## src/rtl/pipe_adder_pkg.sv

```systemverilog
// pipe_adder_pkg: shared defaults, the full-adder cell and a configuration
// check for the pipelined add/subtract unit.
//   DEF_WIDTH  - default operand/result width
//   DEF_STAGES - default number of pipeline ranks (= latency in cycles)
//   full_add() - one-bit full adder, returns {carry, sum}
//   cfg_ok()   - 1 when WIDTH splits evenly into STAGES ripple chunks
package pipe_adder_pkg;

    localparam int DEF_WIDTH  = 32;
    localparam int DEF_STAGES = 4;

    function automatic logic [1:0] full_add(input logic x, input logic y, input logic ci);
        return {(x & y) | (x & ci) | (y & ci), x ^ y ^ ci};
    endfunction

    function automatic bit cfg_ok(input int width, input int stages);
        return (stages >= 1) && (stages <= width) && ((width % stages) == 0);
    endfunction

endpackage

```

## src/rtl/pipe_adder_if.sv

```systemverilog
// pipe_adder_if: operand/result handshake bundle of pipe_adder.
// Handshake: a transfer happens on a rising clk edge where valid && ready are
// both high; a producer holds its payload stable while valid && !ready, and
// ready may depend combinationally on the far side's ready.
//   master - operand producer / result consumer (drives flush, in_valid, a,
//            b, cin, sub, out_ready)
//   slave  - the adder (drives in_ready, out_valid, sum, cout, ovf)
interface pipe_adder_if
    import pipe_adder_pkg::*;
#(
    parameter int WIDTH = DEF_WIDTH
) ();

    logic             flush;
    logic             in_valid;
    logic             in_ready;
    logic [WIDTH-1:0] a;
    logic [WIDTH-1:0] b;
    logic             cin;
    logic             sub;
    logic             out_valid;
    logic             out_ready;
    logic [WIDTH-1:0] sum;
    logic             cout;
    logic             ovf;

    modport master (
        output flush, in_valid, a, b, cin, sub, out_ready,
        input  in_ready, out_valid, sum, cout, ovf
    );

    modport slave (
        input  flush, in_valid, a, b, cin, sub, out_ready,
        output in_ready, out_valid, sum, cout, ovf
    );

endinterface

```

## src/rtl/pipe_adder_rca_chunk.sv

```systemverilog
// rca_chunk: N-bit ripple-carry segment built from the full-adder cell.
//   a, b - N-bit operands
//   cin  - carry into bit 0
//   sum  - N-bit sum
//   cout - carry out of bit N-1
module rca_chunk
    import pipe_adder_pkg::*;
#(
    parameter int N = 8
) (
    input  logic [N-1:0] a,
    input  logic [N-1:0] b,
    input  logic         cin,
    output logic [N-1:0] sum,
    output logic         cout
);

    // The carry ripples through a block-local variable so the chain is one
    // combinational process rather than a self-referencing vector.
    always_comb begin
        logic       carry;
        logic [1:0] fa;
        sum   = '0;
        carry = cin;
        for (int i = 0; i < N; i++) begin
            fa     = full_add(a[i], b[i], carry);
            sum[i] = fa[0];
            carry  = fa[1];
        end
        cout = carry;
    end

endmodule

```

## src/rtl/pipe_adder.sv

```systemverilog
// pipe_adder: pipelined WIDTH-bit add/subtract, STAGES ranks of WIDTH/STAGES
// bits each, with the inter-chunk carry registered.
//   clk   - rising-edge clock
//   rst_n - asynchronous active-low reset, clears valid bits and data
//   bus   - pipe_adder_if.slave: flush, operand handshake (in_valid/in_ready,
//           a, b, cin, sub) and result handshake (out_valid/out_ready, sum,
//           cout, ovf). Latency is STAGES cycles, throughput one per cycle.
module pipe_adder
    import pipe_adder_pkg::*;
#(
    parameter int WIDTH  = DEF_WIDTH,
    parameter int STAGES = DEF_STAGES
) (
    input  logic         clk,
    input  logic         rst_n,
    pipe_adder_if.slave  bus
);

    localparam int CHUNK = WIDTH / STAGES;

    if (!cfg_ok(WIDTH, STAGES)) begin : g_bad_cfg
        $error("pipe_adder: need 1 <= STAGES <= WIDTH and WIDTH %% STAGES == 0");
    end

    // Rank registers; index j is rank j. Operands are stored pre-shifted so
    // the next chunk to add always sits in the low CHUNK bits.
    logic             vld_q [1:STAGES];
    logic [WIDTH-1:0] sum_q [1:STAGES];
    logic [WIDTH-1:0] opa_q [1:STAGES];
    logic [WIDTH-1:0] opb_q [1:STAGES];
    logic             cy_q  [1:STAGES];
    logic             sa_q  [1:STAGES];
    logic             sb_q  [1:STAGES];

    // Sources feeding rank j+1: index 0 is the input port, index j is rank j.
    logic             vld_src [0:STAGES-1];
    logic [WIDTH-1:0] sum_src [0:STAGES-1];
    logic [WIDTH-1:0] opa_src [0:STAGES-1];
    logic [WIDTH-1:0] opb_src [0:STAGES-1];
    logic             cy_src  [0:STAGES-1];
    logic             sa_src  [0:STAGES-1];
    logic             sb_src  [0:STAGES-1];

    logic             rdy     [1:STAGES+1];
    logic [CHUNK-1:0] csum    [0:STAGES-1];
    logic             ccout   [0:STAGES-1];
    logic [WIDTH-1:0] sum_nxt [1:STAGES];

    // Subtract is a + ~b + 1: invert b and force the carry-in.
    always_comb begin
        logic [WIDTH-1:0] b_eff;
        b_eff      = bus.sub ? ~bus.b : bus.b;
        vld_src[0] = bus.in_valid;
        sum_src[0] = '0;
        opa_src[0] = bus.a;
        opb_src[0] = b_eff;
        cy_src[0]  = bus.sub | bus.cin;
        sa_src[0]  = bus.a[WIDTH-1];
        sb_src[0]  = b_eff[WIDTH-1];
        for (int j = 1; j < STAGES; j++) begin
            vld_src[j] = vld_q[j];
            sum_src[j] = sum_q[j];
            opa_src[j] = opa_q[j];
            opb_src[j] = opb_q[j];
            cy_src[j]  = cy_q[j];
            sa_src[j]  = sa_q[j];
            sb_src[j]  = sb_q[j];
        end
    end

    // A rank can take new data when it is empty or its content moves on.
    always_comb begin
        rdy[STAGES+1] = bus.out_ready;
        for (int j = STAGES; j >= 1; j--) begin
            rdy[j] = !vld_q[j] || rdy[j+1];
        end
    end

    for (genvar j = 0; j < STAGES; j++) begin : g_chunk
        rca_chunk #(.N(CHUNK)) u_chunk (
            .a    (opa_src[j][CHUNK-1:0]),
            .b    (opb_src[j][CHUNK-1:0]),
            .cin  (cy_src[j]),
            .sum  (csum[j]),
            .cout (ccout[j])
        );
    end

    // Rank j keeps the low sum bits so far and adds chunk j-1 on top.
    always_comb begin
        for (int j = 1; j <= STAGES; j++) begin
            sum_nxt[j] = sum_src[j-1];
            sum_nxt[j][(j-1)*CHUNK +: CHUNK] = csum[j-1];
        end
    end

    always_ff @(posedge clk or negedge rst_n) begin
        if (!rst_n) begin
            for (int j = 1; j <= STAGES; j++) begin
                vld_q[j] <= 1'b0;
                sum_q[j] <= '0;
                opa_q[j] <= '0;
                opb_q[j] <= '0;
                cy_q[j]  <= 1'b0;
                sa_q[j]  <= 1'b0;
                sb_q[j]  <= 1'b0;
            end
        end else begin
            for (int j = 1; j <= STAGES; j++) begin
                if (bus.flush) begin
                    vld_q[j] <= 1'b0;
                end else if (rdy[j]) begin
                    vld_q[j] <= vld_src[j-1];
                end
                // Data may load during a flush; it is stale but never valid.
                if (rdy[j]) begin
                    sum_q[j] <= sum_nxt[j];
                    opa_q[j] <= opa_src[j-1] >> CHUNK;
                    opb_q[j] <= opb_src[j-1] >> CHUNK;
                    cy_q[j]  <= ccout[j-1];
                    sa_q[j]  <= sa_src[j-1];
                    sb_q[j]  <= sb_src[j-1];
                end
            end
        end
    end

    assign bus.in_ready  = rdy[1];
    assign bus.out_valid = vld_q[STAGES];
    assign bus.sum       = sum_q[STAGES];
    assign bus.cout      = cy_q[STAGES];
    assign bus.ovf       = (sa_q[STAGES] == sb_q[STAGES]) &&
                           (sum_q[STAGES][WIDTH-1] != sa_q[STAGES]);

endmodule
```

## src/flat_wrapper.sv

```systemverilog
// flat-port wrapper written by rule: the top's interface ports become plain ports
module pipe_adder_flat import pipe_adder_pkg::*;
#(
    parameter int WIDTH  = DEF_WIDTH,
    parameter int STAGES = DEF_STAGES
)
  (clk, rst_n, bus_flush, bus_in_valid, bus_a, bus_b, bus_cin, bus_sub, bus_out_ready, bus_in_ready, bus_out_valid, bus_sum, bus_cout, bus_ovf);
  pipe_adder_if #(.WIDTH(WIDTH)) bus_i ();
  input  logic clk;
  input  logic rst_n;
  input wire logic [$bits(bus_i.flush)-1:0] bus_flush;
  input wire logic [$bits(bus_i.in_valid)-1:0] bus_in_valid;
  input wire logic [$bits(bus_i.a)-1:0] bus_a;
  input wire logic [$bits(bus_i.b)-1:0] bus_b;
  input wire logic [$bits(bus_i.cin)-1:0] bus_cin;
  input wire logic [$bits(bus_i.sub)-1:0] bus_sub;
  input wire logic [$bits(bus_i.out_ready)-1:0] bus_out_ready;
  output wire logic [$bits(bus_i.in_ready)-1:0] bus_in_ready;
  output wire logic [$bits(bus_i.out_valid)-1:0] bus_out_valid;
  output wire logic [$bits(bus_i.sum)-1:0] bus_sum;
  output wire logic [$bits(bus_i.cout)-1:0] bus_cout;
  output wire logic [$bits(bus_i.ovf)-1:0] bus_ovf;
  assign bus_i.flush = bus_flush;
  assign bus_i.in_valid = bus_in_valid;
  assign bus_i.a = bus_a;
  assign bus_i.b = bus_b;
  assign bus_i.cin = bus_cin;
  assign bus_i.sub = bus_sub;
  assign bus_i.out_ready = bus_out_ready;
  assign bus_in_ready = bus_i.in_ready;
  assign bus_out_valid = bus_i.out_valid;
  assign bus_sum = bus_i.sum;
  assign bus_cout = bus_i.cout;
  assign bus_ovf = bus_i.ovf;
  pipe_adder #(.WIDTH(WIDTH), .STAGES(STAGES)) u_core (.clk(clk), .rst_n(rst_n), .bus(bus_i));
endmodule
```

## config.mk

```make
export PLATFORM = sky130hd
export DESIGN_NAME = pipe_adder_flat
export DESIGN_NICKNAME = d
export VERILOG_FILES = /design/src/rtl/pipe_adder_pkg.sv /design/src/rtl/pipe_adder_if.sv /design/src/rtl/pipe_adder_rca_chunk.sv /design/src/rtl/pipe_adder.sv /design/src/flat_wrapper.sv
export SDC_FILE = /design/constraint.sdc
export NUM_CORES = 1
export LEC_CHECK = 0
export BUFFER_PORTS_ARGS = -buffer_cell sky130_fd_sc_hd__buf_2
export CAP_MARGIN = 40
export CORE_AREA = 2 2 167 153
export CTS_CLUSTER_SIZE = 8
export DETAILED_ROUTE_END_ITERATION = 10
export DIE_AREA = 0 0 169 155
export PLACE_DENSITY_LB_ADDON = 0.25
export SLEW_MARGIN = 20
export SYNTH_ARGS = -nofsm -noshare
export SYNTH_HDL_FRONTEND = slang
export SYNTH_SLANG_ARGS = --single-unit
```

## constraint.sdc

```tcl
create_clock -name clk -period 4.8 [get_ports clk]
set_clock_uncertainty 0.1 [all_clocks]
set_input_delay 0.72 -clock clk [delete_from_list [all_inputs] [get_ports clk]]
set_output_delay 0.72 -clock clk [all_outputs]
set_load 0.01 [all_outputs]
```

==> flow_summary.ini, run 1 <==
[global_routing]
antenna_violations_before_repair = 1
vias_in_the_first_global_route = 5197
global_route_wire_length_before_repair_mm = 28.6
grt_start_max_net_pins = 102
grt_usage_pct = 14.2
globalRoute.totalOverflow = 0

[die]
initial_core_util_pct = 32.3
standard_cell_core_area_um2 = 24600
die_width_um = 169
design.die.area_um2 = 26200
row_count = 55
dieHeight_um = 155
ioPinCount = 107

[layout]
area_delta_synth_final_pct = 18.9
layout.cells.most_common = sky130_fd_sc_hd__nand2_1
nets = 915
postLayoutCoreUtil_pct = 38.4
most-common-layout-cells = sky130_fd_sc_hd__nand2_1 (228), sky130_fd_sc_hd__dfrtp_1 (186), sky130_fd_sc_hd__buf_2 (105), sky130_fd_sc_hd__mux2_2 (51), sky130_fd_sc_hd__o21ai_0 (41)
final.fill_count = 2485
final_layout_size_suffix_gt1_share_pct = 26.3

[detailed_routing]
first_pass_iters = 4
via_count = 4990
routed_vias_inst = 4.38
drc = 0
final_antenna_net_count = 0
first_iter_violations = 245
routedWlPerCell_um = 15.3
wirelength_mm = 17.4

[synthesis]
synth_area_per_cell_um2 = 11.2
post_synth_instance_area_um2 = 7970
share_of_the_synthesized_area_in_compound_gates_ao_oa_aoi_oai_pct = 3.27
post_synth_and_or_nand_nor_area_fraction_pct = 14.0
synth_async_sr_flop_share_pct = 100
yosys-mux-area-fraction_pct = 9.09
synth_cells = 714
synth_xor_xnor_area_share_pct = 3.52
synth_enable_flop_cells = 0
synthFlopType = sky130_fd_sc_hd__dfrtp_1
synth-warning-count = 0
postSynthNetCount = 817
distinct_cell_type_count_of_the_synthesized_netlist = 24
adder_cell_fraction_of_synth_area_pct = 8.04
synth_seq_area_share_pct = 58.4
synth-seq-cells = 186
synth_top_family_by_area = simple AND/OR/NAND/NOR gates

[pwr]
clkPwrFrac_pct = 34.0
cellLeakagePower_nw = 4.50
p_int_mw = 2.81
ir_drop_mv = 0.195
power.sequential.fraction_pct = 51.1
comb_power_share_pct = 14.8
switching_power_mw = 1.07
powerDensity_nw_per_um2 = 409
netSwitchingFraction_pct = 27.5

[sta]
fin_tns_setup_ns = 0
tightest_slew_ns = 0.607
post-route-period-util_pct = 87.8
rsz_0062_raised_after_global_routing = false
period_needed_ns = 4.21
slew-limit-headroom_pct = 59.6
final_max_slew_viols = 0
maxClockFrequency_ghz = 0.237
final-hold-violation-count = 0
total_of_endpoints_with_negative_setup_slack_in_the_final_report = 0

[worst_setup_path]
critical_path_class = reg2reg
end_kind = register
timing.critical_path.from = u_core.opa_q[64]
critPathArrivalTime_ns = 4.46
path_max_fanout = 2
worstSetupStartpointType = register
reg2reg_from = u_core.opa_q[64]
worst_path_required_ns = 5.05
worstRegToRegCells = 12

[clocking]
cts.sink_count = 186
cts_hold_buf = 0
cts.reportedPaths.clkPinSlew_ns = 0.07
clk_latency_ns = 0.43
setup_bufs_post_cts = 0
ctsLongestPathBuffers = 2
tritoncts_clock_tree = done
h_tree_depth_reported_by_cts = 4
cts_resized = 0
tritoncts.num_buffers = 17
clock-root-buffer = sky130_fd_sc_hd__clkbuf_16

[placement]
gp_congestion = 0.699
port_buffers = 106
hpwlAfterDp_mm = 11.2

[run_status]
outcome = finished, final reports clean

[run]
max_cap_violation_count = 0

[min_path]
hold_class = in2async
-- routing by layer --
layer  wire length [um]  track usage (%)  up-vias
li1                   -                -     2455
met2               7930             22.2       66
met5                  0                0        -
met4                151             4.03        0
met3                519             3.13       12
met1               8840             20.0     2457
-- synthesized netlist by cell type, types with 2 or more instances --
library cell | count | area, um^2
sky130_fd_sc_hd__nand2_1 | 228 | 856
sky130_fd_sc_hd__dfrtp_1 | 186 | 4650
sky130_fd_sc_hd__mux2_2 | 51 | 574
sky130_fd_sc_hd__o21ai_0 | 41 | 205
sky130_fd_sc_hd__fa_1 | 32 | 641
sky130_fd_sc_hd__inv_1 | 31 | 116
sky130_fd_sc_hd__nand3_1 | 30 | 150
sky130_fd_sc_hd__xnor2_1 | 30 | 263
sky130_fd_sc_hd__clkbuf_1 | 24 | 90.1
sky130_fd_sc_hd__nor2_1 | 14 | 52.6
sky130_fd_sc_hd__a21oi_1 | 11 | 55.1
sky130_fd_sc_hd__mux2_4 | 10 | 150
sky130_fd_sc_hd__buf_2 | 8 | 40.0
sky130_fd_sc_hd__buf_1 | 6 | 22.5
sky130_fd_sc_hd__buf_6 | 2 | 22.5
sky130_fd_sc_hd__xor2_1 | 2 | 17.5
-- final timing paths --
path	to	slack, ns
worst max-delay path	u_core.sum_nxt[23]	0.59
worst min-delay path	u_core.bus.sum[21]	0.08
worst max register to register	u_core.sum_nxt[23]	0.59
worst min register to register	u_core.bus.sum[21]	0.36
max in group asynchronous	u_core.cy_q[1]	3.35
min in group clk	u_core.bus.sum[21]	0.36
-- power groups by stage --
stage                     Clock [mW]  Sequential (mW)  Combinational (mW)
final                           1.32             1.98               0.575
after global routing            1.43             2.02               0.665
after CTS                       1.36             1.98               0.592
after detailed placement           0             2.01               0.591
after global placement             0             2.01               0.574
after floorplan                    0             2.02               0.312
-- critical path, stage by stage (launching register included) --
cell and delay (ns):
sky130_fd_sc_hd__dfrtp_1 0.36, sky130_fd_sc_hd__inv_1 0.09, sky130_fd_sc_hd__fa_1 0.17, sky130_fd_sc_hd__inv_1 0.05, sky130_fd_sc_hd__fa_1 0.45, sky130_fd_sc_hd__fa_1 0.48
sky130_fd_sc_hd__fa_1 0.50, sky130_fd_sc_hd__fa_1 0.47, sky130_fd_sc_hd__fa_1 0.46, sky130_fd_sc_hd__fa_1 0.42, sky130_fd_sc_hd__inv_1 0.08, sky130_fd_sc_hd__fa_1 0.39
sky130_fd_sc_hd__a21oi_1 0.13
-- through the flow --
stage	std cells	cell area, um^2	power [mW]	hold WS, ns	setup slack [ns]
global placement	1102	8810	2.58	0.345	0.214
CTS	1136	9440	3.94	0.329	0.530
global route	1137	9470	4.11	0.0768	0.349
floorplan	714	7970	2.33	0.324	0.0352
detailed placement	1105	8900	2.61	0.350	0.170
finish	1138	9470	3.88	0.0800	0.585
-- state kept, by name (all words and copies together) (netlist names) --
signal	count
u_core.bus.out_valid	1
u_core.opa_q	45
u_core.bus.sum	32
u_core.sb_q	1
u_core.opb_q	48
u_core.bus.cout	1
u_core.sa_q	4
u_core.sum_nxt	48
u_core.vld_q	3
u_core.cy_q	3
-- layout make-up --
type	count	area (um^2)	area share (%)
timing repair buffer	119	729	7.70
inverter	32	120	1.27
tap	313	392	4.14
clock buffer	19	453	4.78
clock inverter	12	90.1	0.951
antenna	1	2.50	0.0264
sequential	186	4650	49.1
multi-input combinational	456	3030	32.0
-- kinds of logic after synthesis --
group | count (synthesis)
AND/OR/NAND/NOR | 279
flip-flops | 186
buffers and inverters | 72
multiplexers | 61
AO/OA/AOI/OAI | 52
XOR/XNOR | 32
adder cells (fa/ha/maj) | 32
(Power assumes the default switching activity.)
==> run 2, diff against run 1 <==
--- a/config.mk
+++ b/config.mk
@@ -5,12 +5,13 @@
 export SDC_FILE = /design/constraint.sdc
 export NUM_CORES = 1
 export LEC_CHECK = 0
+export ABC_AREA = 1
 export BUFFER_PORTS_ARGS = -buffer_cell sky130_fd_sc_hd__buf_2
 export CAP_MARGIN = 40
-export CORE_AREA = 2 2 167 153
-export CTS_CLUSTER_SIZE = 8
+export CORE_AREA = 2 2 169 155
+export CTS_CLUSTER_SIZE = 16
 export DETAILED_ROUTE_END_ITERATION = 10
-export DIE_AREA = 0 0 169 155
+export DIE_AREA = 0 0 171 157
 export PLACE_DENSITY_LB_ADDON = 0.25
 export SLEW_MARGIN = 20
 export SYNTH_ARGS = -nofsm -noshare
==> flow_summary.ini, run 2 <==
[layout]
layout.cells.most_common = sky130_fd_sc_hd__nand2_1
postLayoutCoreUtil_pct = 38.4
antenna_cells = 0
most-common-layout-cells = sky130_fd_sc_hd__nand2_1 (463), sky130_fd_sc_hd__dfrtp_1 (185), sky130_fd_sc_hd__buf_2 (105), sky130_fd_sc_hd__nand3_1 (58), sky130_fd_sc_hd__inv_1 (40)
area_delta_synth_final_pct = 17.6
final_layout_size_suffix_gt1_share_pct = 15.7
final.fill_count = 2644
nets = 1081

[die]
standard_cell_core_area_um2 = 24900
initial_core_util_pct = 32.7
ioPinCount = 107
dieHeight_um = 157
die_width_um = 171
design.die.area_um2 = 26800
row_count = 55

[placement]
hpwlAfterDp_mm = 12.1
port_buffers = 106
gp_congestion = 0.760
setup_ws_pre_cts_ns = 0.254

[sta]
period_needed_ns = 4.26
final-hold-violation-count = 0
final_max_slew_viols = 0
rsz_0062_raised_after_global_routing = false
fin_tns_setup_ns = 0
total_of_endpoints_with_negative_setup_slack_in_the_final_report = 0
worst_hold_slack_ns = 0.136
post-route-period-util_pct = 88.7
post-route-worst-setup-slack_ns = 0.544
maxClockFrequency_ghz = 0.235
tightest_slew_ns = 0.725
slew-limit-headroom_pct = 51.6

[global_routing]
vias_in_the_first_global_route = 5744
antenna_violations_before_repair = 0
global_route_wire_length_before_repair_mm = 30.4
grt_usage_pct = 14.5
globalRoute.totalOverflow = 0
grt_start_max_net_pins = 68

[clocking]
tritoncts_clock_tree = done
h_tree_depth_reported_by_cts = 4
cts.reportedPaths.clkPinSlew_ns = 0.08
clock-root-buffer = sky130_fd_sc_hd__clkbuf_16
ctsLongestPathBuffers = 2
cts_resized = 0
tritoncts.num_buffers = 17
setup_bufs_post_cts = 0
cts_hold_buf = 0
clk_latency_ns = 0.43
cts.sink_count = 186

[min_path]
hold_class = in2async

[synthesis]
synth_most_common_cell = sky130_fd_sc_hd__nand2_1
synthFlopType = sky130_fd_sc_hd__dfrtp_1
synth-seq-cells = 186
synth_async_sr_flop_share_pct = 100
distinct_cell_type_count_of_the_synthesized_netlist = 19
synth_seq_area_share_pct = 57.2
synth_largest_area_cell = sky130_fd_sc_hd__dfrtp_1
synthTopCellsByCount = sky130_fd_sc_hd__nand2_1 (464), sky130_fd_sc_hd__dfrtp_1 (186), sky130_fd_sc_hd__nand3_1 (58)
postSynthNetCount = 994
synth_cells = 891
post_synth_instance_area_um2 = 8140
synth_enable_flop_cells = 0
synth-warning-count = 0
yosysTopAreaCellShare_pct = 57.2
synth_top_cells_by_area = sky130_fd_sc_hd__dfrtp_1 (57%), sky130_fd_sc_hd__nand2_1 (21%), sky130_fd_sc_hd__fa_1 (7.9%)
synth_area_per_cell_um2 = 9.14

[detailed_routing]
routed_vias_inst = 4.23
drt-met1-wl_mm = 9.90
final_antenna_net_count = 0
highest_layer = met4
wirelength_mm = 18.3
first_iter_violations = 302
first_pass_iters = 4
drc = 0
routedWlPerCell_um = 13.8
met2RoutedLength_mm = 7.69
via_count = 5644
detailroute.wirelength.met3_um = 558

[worst_setup_path]
worstSetupStartpointType = register
critPathArrivalTime_ns = 4.50
end_kind = register
reg2reg_from = u_core.opb_q[64]
critical_path_class = reg2reg
worstRegToRegCells = 12
worst-r2r-setup-slack_ns = 0.54
path_max_fanout = 2
worst_path_required_ns = 5.05
r2r_end = u_core.sum_nxt[23]

[pwr]
ir_drop_mv = 0.161
powerDensity_nw_per_um2 = 415
cellLeakagePower_nw = 4.97

[run]
max_cap_violation_count = 0

[run_status]
outcome = finished, final reports clean
==> run 2: cell types whose count changed after synthesis, sizes merged, moves of 9 or more <==
cell   previous run  this run
nand2           228       464
o21ai            41        16
xnor2            30         6
a21oi            11         2
mux2             61         0
nand3            30        59
inv              32        42
buf              16        30
xor2              2        26
==> run 2: worst max path at each step <==
stage	from	end	slack (ns)	cells past startpoint
6_report	u_core.opb_q[64]	u_core.sum_nxt[23]	0.54	12
5_1_grt	u_core.opa_q[64]	u_core.sum_nxt[23]	0.32	12
2_1_floorplan	bus_sub	u_core.sum_nxt[71]	0.23	15
3_5_place_dp	bus_sub	u_core.sum_nxt[71]	0.25	14
4_1_cts	u_core.opb_q[64]	u_core.sum_nxt[23]	0.50	12
3_3_place_gp	bus_sub	u_core.sum_nxt[71]	0.33	14
==> run 2: area by class of cell <==
| cell class | instances | area (um^2) | share of cell area [%] |
|---|---|---|---|
| Sequential cell | 186 | 4660 | 48.6 |
| Tap cell | 342 | 428 | 4.47 |
| Clock inverter | 13 | 128 | 1.33 |
| Clock buffer | 19 | 443 | 4.63 |
| Inverter | 42 | 158 | 1.65 |
| Multi-Input combinational cell | 614 | 3100 | 32.4 |
| Timing Repair Buffer | 117 | 654 | 6.84 |
==> run 2: cell families (layout without fill, tap and decap cells) <==
kind of cell	count (synthesis)	count (layout)	share of synthesized area, %
xor+xnor	32	32	3.44
simple gates	532	532	25.6
buf+inv	91	191	4.86
fa+ha+maj	32	32	7.87
compound gates	18	18	1.11
flops	186	186	57.2
==> run 2: layer usage <==
layer / up-vias / GRT usage, %
li1: 2885 / -
met5: - / 0
met3: 13 / 2.69
met1: 2653 / 21.9
met2: 93 / 21.0
met4: 0 / 4.40
==> run 2: critical path: stages, from the launching register on <==
cell,delay [ns]
sky130_fd_sc_hd__dfrtp_1,0.38
sky130_fd_sc_hd__inv_1,0.08
sky130_fd_sc_hd__fa_1,0.16
sky130_fd_sc_hd__inv_1,0.05
sky130_fd_sc_hd__fa_1,0.46
sky130_fd_sc_hd__fa_1,0.46
sky130_fd_sc_hd__fa_1,0.47
sky130_fd_sc_hd__fa_1,0.46
sky130_fd_sc_hd__fa_1,0.48
sky130_fd_sc_hd__fa_1,0.44
sky130_fd_sc_hd__inv_1,0.09
sky130_fd_sc_hd__fa_1,0.38
sky130_fd_sc_hd__o21ai_0,0.16
==> run 2: metrics by stage <==
step / total power [mW] / cells / instance area (um^2)
6_report: 3.98 / 1333 / 9570
5_1_grt: 4.23 / 1333 / 9570
4_1_cts: 4.04 / 1333 / 9570
3_5_place_dp: 2.67 / 1301 / 9000
3_3_place_gp: 2.65 / 1300 / 8970
2_1_floorplan: 2.35 / 891 / 8140
==> run 2: power by group <==
part	internal (mW)	switching, mW
Sequential	1.84	0.159
Clock	0.701	0.653
Combinational	0.263	0.362
==> run 3, diff against run 2 <==
--- a/config.mk
+++ b/config.mk
@@ -8,10 +8,10 @@
 export ABC_AREA = 1
 export BUFFER_PORTS_ARGS = -buffer_cell sky130_fd_sc_hd__buf_2
 export CAP_MARGIN = 40
-export CORE_AREA = 2 2 169 155
+export CORE_AREA = 2 2 194 177
 export CTS_CLUSTER_SIZE = 16
 export DETAILED_ROUTE_END_ITERATION = 10
-export DIE_AREA = 0 0 171 157
+export DIE_AREA = 0 0 196 179
 export PLACE_DENSITY_LB_ADDON = 0.25
 export SLEW_MARGIN = 20
 export SYNTH_ARGS = -nofsm -noshare
==> flow_summary.ini, run 3 (synthesis results as in run 2) <==
[run_status]
outcome = finished, final reports clean

[worst_setup_path]
cpMostUsedCell = sky130_fd_sc_hd__fa_1
timing.critical_path.slowest_cell_delay_ns = 0.48
cpMaxStageDelayCell = sky130_fd_sc_hd__fa_1
critPathArrivalTime_ns = 4.49
endpoint = u_core.sum_nxt[23]
timing.critical_path.from = u_core.opb_q[64]
end_kind = register
r2r_end = u_core.sum_nxt[23]
worst_path_required_ns = 5.05
worstSetupStartpointType = register
worst-r2r-setup-slack_ns = 0.56
critical_path_class = reg2reg
reg2reg_from = u_core.opb_q[64]
critical_path.cell_chain = inv_1 -> fa_1 -> inv_1 -> fa_1 -> fa_1 -> fa_1 -> fa_1 -> fa_1 -> fa_1 -> inv_1 -> fa_1 -> o21ai_0
worstRegToRegCells = 12
path_max_fanout = 2

[pwr]
ir_drop_mv = 0.257
cellLeakagePower_nw = 5.01
powerDensity_nw_per_um2 = 415
total_power_mw = 4.04

[min_path]
hold_class = in2async

[clocking]
setup_bufs_post_cts = 0
tritoncts_clock_tree = done
cts.reportedPaths.clkPinSlew_ns = 0.08
cts.sink_count = 186
ctsLongestPathBuffers = 2
clock-root-buffer = sky130_fd_sc_hd__clkbuf_16
cts_resized = 0
cts_hold_buf = 0
clk_latency_ns = 0.44
h_tree_depth_reported_by_cts = 4
tritoncts.num_buffers = 17

[die]
dieHeight_um = 179
die_width_um = 196
design.die.area_um2 = 35100
standard_cell_core_area_um2 = 33300
row_count = 64
initial_core_util_pct = 24.4
ioPinCount = 107

[sta]
period_needed_ns = 4.24
final-hold-violation-count = 0
maxClockFrequency_ghz = 0.236
post-route-worst-setup-slack_ns = 0.558
fin_tns_setup_ns = 0
post-route-period-util_pct = 88.4
tightest_slew_ns = 0.708
rsz_0062_raised_after_global_routing = false
final_max_slew_viols = 0
total_of_endpoints_with_negative_setup_slack_in_the_final_report = 0
slew-limit-headroom_pct = 52.8

[layout]
antenna_cells = 0
final.fill_count = 3589
most-common-layout-cells = sky130_fd_sc_hd__nand2_1 (464), sky130_fd_sc_hd__dfrtp_1 (185), sky130_fd_sc_hd__buf_2 (105), sky130_fd_sc_hd__nand3_1 (58), sky130_fd_sc_hd__inv_1 (40)
area_delta_synth_final_pct = 19.6
layout.cells.most_common = sky130_fd_sc_hd__nand2_1
nets = 1084
final_layout_size_suffix_gt1_share_pct = 15.9

[detailed_routing]
final_antenna_net_count = 0
wirelength_mm = 19.7
first_pass_iters = 4
via_count = 5628
routed_vias_inst = 3.96
routedWlPerCell_um = 13.8
first_iter_violations = 365
drc = 0

[global_routing]
grt_usage_pct = 11.9
global_route_wire_length_before_repair_mm = 32.4
grt_start_max_net_pins = 111
vias_in_the_first_global_route = 5797
antenna_violations_before_repair = 1
globalRoute.totalOverflow = 0

[placement]
port_buffers = 106
gp_congestion = 0.728
setup_ws_pre_cts_ns = 0.270
hpwlAfterDp_mm = 13.3

[run]
max_cap_violation_count = 0
==> run 3: worst max-delay path: cells and delay by family, from the launching register on <==
| kind | cells | cell delay [ns] |
|---|---|---|
| buffers and inverters | 3 | 0.23 |
| flip-flops | 1 | 0.38 |
| adder cells (fa/ha/maj) | 8 | 3.30 |
| AO/OA/AOI/OAI | 1 | 0.16 |
==> run 3: how the worst min path moves through the flow <==
| stage | end | from | slack (ns) | cells after the start |
|---|---|---|---|---|
| final | u_core.bus.sum[1] | rst_n | 0.13 | 1 |
| after global routing | u_core.bus.sum[1] | rst_n | 0.16 | 1 |
| after CTS | u_core.bus.sum[1] | rst_n | 0.15 | 1 |
| after detailed placement | u_core.bus.sum[17] | u_core.bus.sum[17] | 0.36 | 2 |
| after global placement | u_core.bus.sum[12] | u_core.bus.sum[12] | 0.35 | 2 |
| after floorplan | u_core.bus.cout | rst_n | 0.32 | 0 |
==> run 3: report_power, final <==
group	internal [mW]	total (mW)	leakage, nW	switching [mW]
logic	0.264	0.636	2.55	0.372
clock network	0.740	1.40	0.285	0.664
registers	1.84	2.00	2.18	0.162
total	2.84	4.04	5.01	1.20
==> run 3: layout make-up <==
class	instances	area, um^2	area share (%)
Sequential cell	186	4660	47.8
Clock inverter	14	158	1.62
Timing Repair Buffer	120	697	7.16
Clock buffer	18	429	4.41
Tap cell	429	537	5.51
Inverter	42	158	1.62
Multi-Input combinational cell	614	3100	31.9
==> run 3: per-stage QoR <==
| stage | utilization (%) | hold slack [ns] | cells | instance area, um^2 |
|---|---|---|---|---|
| final | 29.2 | 0.133 | 1423 | 9740 |
| after global routing | 29.2 | 0.159 | 1423 | 9740 |
| after CTS | 29.2 | 0.146 | 1423 | 9740 |
| after detailed placement | 27.5 | 0.356 | 1391 | 9150 |
| after global placement | 27.3 | 0.351 | 1389 | 9110 |
| after floorplan | - | 0.324 | 891 | 8140 |
==> run 3: routing by layer <==
| layer | track usage (%) | vias up | wire length (um) |
|---|---|---|---|
| met4 | 3.22 | 2 | 160 |
| met5 | 0 | - | 11 |
| met1 | 18.4 | 2658 | 11000 |
| met3 | 2.35 | 9 | 497 |
| li1 | - | 2891 | - |
| met2 | 16.6 | 68 | 8000 |
